### src/rtl/char_seq_ctrl.sv
// Drives one char matcher per input byte: reset it, wait for m_rdy or timeout, report.
// Accept-to-result latency is RST_CYCLES+2 minimum; in_ready is low while a character is in flight.
module char_seq_ctrl #(
   parameter int RST_CYCLES = 2,
   parameter int TIMEOUT    = 64,
   parameter int IDXW       = 8
) (
   input  logic            clk,
   input  logic            reset,
   input  logic            in_valid,
   input  logic [7:0]      in_data,
   input  logic            in_last,
   output logic            in_ready,
   output logic            m_reset,
   output logic [7:0]      m_x,
   input  logic            m_rdy,
   input  logic            m_y,
   output logic            res_valid,
   output logic            res_match,
   output logic            res_timeout,
   output logic [IDXW-1:0] res_index,
   output logic [IDXW-1:0] match_count,
   output logic            done
);

   localparam int CW = $clog2(RST_CYCLES + 1);
   localparam int TW = $clog2(TIMEOUT + 1);
   localparam logic [CW-1:0] RST_LOAD = CW'(RST_CYCLES - 1);
   localparam logic [TW-1:0] TMR_MAX  = TW'(TIMEOUT - 1);

   typedef enum logic [1:0] {
      IDLE     = 2'd0,
      RESET_M  = 2'd1,
      WAIT_RDY = 2'd2,
      REPORT   = 2'd3
   } state_t;

   state_t          state;
   state_t          state_nxt;
   logic [CW-1:0]   rst_cnt;
   logic [TW-1:0]   timer;
   logic            last_q;
   logic            clear_pending;
   logic            accept;
   logic            expired;

   assign accept  = in_valid & in_ready;
   assign expired = (timer == TMR_MAX);

   always_ff @(posedge clk) begin
      if (reset) begin
         state <= IDLE;
      end else begin
         state <= state_nxt;
      end
   end

   always_comb begin
      state_nxt = state;
      case (state)
         IDLE: begin
            if (accept) begin
               state_nxt = RESET_M;
            end
         end
         RESET_M: begin
            if (rst_cnt == '0) begin
               state_nxt = WAIT_RDY;
            end
         end
         WAIT_RDY: begin
            if (m_rdy || expired) begin
               state_nxt = REPORT;
            end
         end
         REPORT: begin
            state_nxt = IDLE;
         end
         default: begin
            state_nxt = IDLE;
         end
      endcase
   end

   // The matcher stays in reset for as long as the controller does.
   always_comb begin
      in_ready  = (state == IDLE) & ~reset;
      m_reset   = reset | (state == RESET_M);
      res_valid = (state == REPORT);
      done      = (state == REPORT) & last_q;
   end

   always_ff @(posedge clk) begin
      if (reset) begin
         m_x           <= '0;
         last_q        <= 1'b0;
         clear_pending <= 1'b0;
         rst_cnt       <= '0;
         timer         <= '0;
         res_match     <= 1'b0;
         res_timeout   <= 1'b0;
         res_index     <= '0;
         match_count   <= '0;
      end else begin
         case (state)
            IDLE: begin
               if (accept) begin
                  m_x     <= in_data;
                  last_q  <= in_last;
                  rst_cnt <= RST_LOAD;
                  if (clear_pending) begin
                     res_index     <= '0;
                     match_count   <= '0;
                     clear_pending <= 1'b0;
                  end
               end
            end
            RESET_M: begin
               if (rst_cnt == '0) begin
                  timer <= '0;
               end else begin
                  rst_cnt <= rst_cnt - CW'(1);
               end
            end
            WAIT_RDY: begin
               // A ready arriving on the expiry cycle takes priority over the timeout.
               if (m_rdy) begin
                  res_match   <= m_y;
                  res_timeout <= 1'b0;
                  if (m_y && (match_count != '1)) begin
                     match_count <= match_count + IDXW'(1);
                  end
               end else if (expired) begin
                  res_match   <= 1'b0;
                  res_timeout <= 1'b1;
               end else begin
                  timer <= timer + TW'(1);
               end
            end
            REPORT: begin
               if (last_q) begin
                  clear_pending <= 1'b1;
               end else begin
                  res_index <= res_index + IDXW'(1);
               end
            end
            default: begin
            end
         endcase
      end
   end

endmodule

### config.mk
export PLATFORM = sky130hd
export DESIGN_NAME = char_seq_ctrl
export DESIGN_NICKNAME = d
export VERILOG_FILES = /design/src/rtl/char_seq_ctrl.sv
export SDC_FILE = /design/constraint.sdc
export NUM_CORES = 1
export LEC_CHECK = 0
export ABC_AREA = 1
export CAP_MARGIN = 20
export CORE_AREA = 2 2 88 90
export CTS_CLUSTER_DIAMETER = 30
export CTS_CLUSTER_SIZE = 14
export DETAILED_ROUTE_END_ITERATION = 10
export DIE_AREA = 0 0 90 92
export REMOVE_ABC_BUFFERS = 1
export SLEW_MARGIN = 25
export SYNTH_ARGS = -nofsm -noshare
export SYNTH_HDL_FRONTEND = slang
export SYNTH_SLANG_ARGS = --single-unit
### constraint.sdc
create_clock -name clk -period 1.9 [get_ports clk]
set_input_delay 0.38 -clock clk [delete_from_list [all_inputs] [get_ports clk]]
set_output_delay 0.38 -clock clk [all_outputs]
set_load 0.1 [all_outputs]
==> flow_metrics.tcl <==
set metrics [dict create \
    status "complete, no violations" \
    die-area_um2 8280 \
    drtPass1Iterations 4 \
    hold_depth 2 \
    slowest_stage "clkdlybuf4s50_1" \
    cts_tree "yes" \
    leakage_nw 1.278 \
    drive_gt1_share_pct 18.93 \
    grt_overflow_total 0 \
    comb_power_share_pct 51.5 \
    syn_area_um2 2117 \
    rsz0062_at_grt "false" \
    coreArea_um2 7447 \
    holdCritPathClass "register to register" \
    antenna_left 0 \
    yosysSeqAreaShare_pct 36.88 \
    ctsHoldBuffers 0 \
    synth_top_family_by_area "simple AND/OR/NAND/NOR gates" \
    path_clk_slew_ns 0.07 \
    max_cap_violations 0 \
    crit_chain "clkdlybuf4s50_1 > buf_4 > nor2_2 > buf_12" \
    first_global_vias 1879 \
    synth_top_area_share_pct 36.88 \
    drt-wirelength-per-cell_um 10.44 \
    drt-vias-per-instance 4.428 \
    place_area_um2 2915 \
    finalMaxSlewViolations 0 \
    yosys_warnings 0 \
    synth_xor_area_share_pct 0 \
    final.min_clock_period_ns 1.829 \
    syn-instance-count 316 \
    post-synth-top-area-cell "dfxtp_1" \
    synth.avg_cell_area_um2 6.699 \
    rr_startpoint "state[0]" \
    startpoint_type "primary input" \
    gr-usage-met2_pct 20.93 \
    antenna_found_initial 0 \
    pin_count 44 \
    tightest_slew_ns 0.3679 \
    ys_ff_latch 39 \
    r2r_cells 9 \
    seq_power_share_pct 30.7 \
    ir_worst_vdd_uv 386.0 \
    cts_htree_levels 2 \
    yosys.area_share.simple_pct 35.11 \
    finalNetCount 398 \
    use_met1_pct 14.74 \
    clock_latency_ns 0.29 \
    clockRootBuffer "clkbuf_8" \
    cp-end-kind "output port" \
    slew_headroom_pct 75.47 \
    drt_iter0_drc 93 \
    ys_top_cells_by_area "dfxtp_1 (37%), nand2_1 (15%), nand3_1 (7.8%)" \
    synth.distinct_cells 24 \
    drc 0 \
    globalRoute.busiestLayer "met2" \
    cp-startpoint "reset" \
    synthToLayoutAreaGrowth_pct 42.73 \
    synth_fa_ha_area_share_pct 5.319 \
    internal_power_mw 1.717 \
    power_switching_mw 1.476 \
    path_class "primary input to output port" \
    track_usage_pct 12.37 \
    max_freq_mhz 546.9 \
    sw_frac_of_total_pct 46.22 \
    clock_sinks 39 \
    initial_core_util_pct 28.43 \
    cts_inserted_buffers 5 \
    grt_max_degree 12 \
    n_fill_cell 786 \
    regArea_um2 782.0 \
    gp_congestion 0.8471 \
    post-cts-setup-buffer-count 0 \
    drt_wl_total_um 4979 \
    n_antenna_cell 0 \
    pwr-share-clk_pct 17.9 \
    design_area_um2 3022 \
    min_from "rst_cnt[1]" \
    power_density_nw_per_um2 1056 \
    num_rows 32 \
    setup_viol 0 \
    dieWidth_um 90 \
    multi_input_area_um2 1137 \
    place_hpwl_um 3853 \
    hold_viol 0 \
    required_ns 1.52 \
    max_stage_delay_ns 0.49 \
    vias 2112 \
    grt_pass1_wl_um 8438 \
    die-height_um 92 \
    finalCritPeriodShare_pct 96.24 \
    synth-compound-area-share_pct 12.47 \
    fin_worst_skew_ns 0.001450 \
    clockBufferDepth 2 \
    worstPathArrival_ns 1.45 \
    cts_resized 2 \
    whs_ns 0.4592 \
    path_max_fanout 5 \
    io_buffers 43 \
    grt_use_met3_pct 4.108 \
    synthMuxAreaShare_pct 0 \
]
## synth_stat cells
| cell | n |
|---|---|
| o21ai_0 | 17 |
| a21oi_4 | 1 |
| nor2_1 | 37 |
| buf_4 | 2 |
| nand3_1 | 33 |
| ha_1 | 9 |
| inv_1 | 38 |
| inv_2 | 4 |
| nand2_1 | 86 |
| clkinv_1 | 1 |
| a21oi_1 | 23 |
| nand2_2 | 5 |
| nand3_4 | 1 |
| nor3b_1 | 1 |
| nor3_1 | 1 |
| dfxtp_1 | 39 |
| o21ai_4 | 1 |
| a21oi_2 | 1 |
| nand4_1 | 7 |
| buf_2 | 1 |
| nor2_4 | 1 |
| clkbuf_8 | 2 |
| clkbuf_1 | 2 |
| a211oi_1 | 3 |
## per-layer routing
metal | share of wire (%) | up-vias | wire, um
li1 | - | 1126 | -
met1 | 45 | 931 | 2251
met2 | 48 | 48 | 2408
met3 | 4.9 | 7 | 245
met4 | 1.5 | 0 | 73
met5 | 0 | - | 0
## logic make-up (layout without fill, tap and decap cells)
family,after synthesis,count (layout)
flip-flops,39,39
adder cells (fa/ha/maj),9,9
AND/OR/NAND/NOR,172,172
buffers and inverters,50,109
AO/OA/AOI/OAI,46,46
## cells in the final DEF (no fill, tap or decap)
cell and instances:
nand2_1 86, inv_1 38, dfxtp_1 38, nor2_1 36
nand3_1 33, buf_4 26, a21oi_1 23, buf_12 20
o21ai_0 17, clkdlybuf4s50_1 13, nand4_1 7, ha_1 7
clkbuf_8 6, nand2_2 5, inv_2 4, a211oi_1 3
nor2_2 1, nand3_4 1, a21oi_4 1, o21ai_4 1
nor3_1 1, clkinv_1 1, a21oi_2 1, nor3b_1 1
nor2_4 1, ha_4 1, ha_2 1, clkinv_2 1
dfxtp_2 1
## stage by stage
step                std cells  power, mW  setup TNS (ns)  worst slack (ns)  utilization (%)
floorplan                 309      2.127          -5.407           -0.5556                -
global placement          470      2.589               0          0.003778            39.15
detailed placement        470      2.594               0          0.006930            39.15
CTS                       477      3.205               0          0.005413            40.49
global route              477      3.410               0          0.005887            40.57
finish                    477      3.192               0           0.07146            40.57
## worst max-delay path, delay by kind of cell
family,cells,cell delay [ns]
AND/OR/NAND/NOR,1,0.18
buffers and inverters,3,0.89
## power groups by stage
| stage | logic [mW] | clock network [mW] | registers (mW) |
|---|---|---|---|
| 5_1_grt | 1.79 | 0.631 | 0.991 |
| 3_3_place_gp | 1.59 | 0 | 0.994 |
| 4_1_cts | 1.64 | 0.593 | 0.976 |
| 3_5_place_dp | 1.60 | 0 | 0.995 |
| 6_report | 1.64 | 0.570 | 0.978 |
| 2_1_floorplan | 0.827 | 0 | 1.30 |
## flip-flops by register name, summed over array words and instances (netlist names)
signal,count
res_timeout,1
res_match,1
clear_pending,1
last_q,1
state,2
res_index,8
match_count,8
rst_cnt,2
m_x,8
timer,7
## final timing paths
check                to  slack (ns)
max            in_ready        0.07
min          rst_cnt[1]        0.46
max reg2reg    state[1]        0.14
min reg2reg  rst_cnt[1]        0.46
## cell type report
class / count / share of cell area, %
inverter: 43 / 5.342
timing repair buffer: 59 / 24.02
multi-input combinational: 227 / 37.64
clock buffer: 6 / 2.733
clock inverter: 1 / 0.1656
sequential: 39 / 25.88
tap: 102 / 4.224
Note: power is estimated with default switching activity, not from simulation.
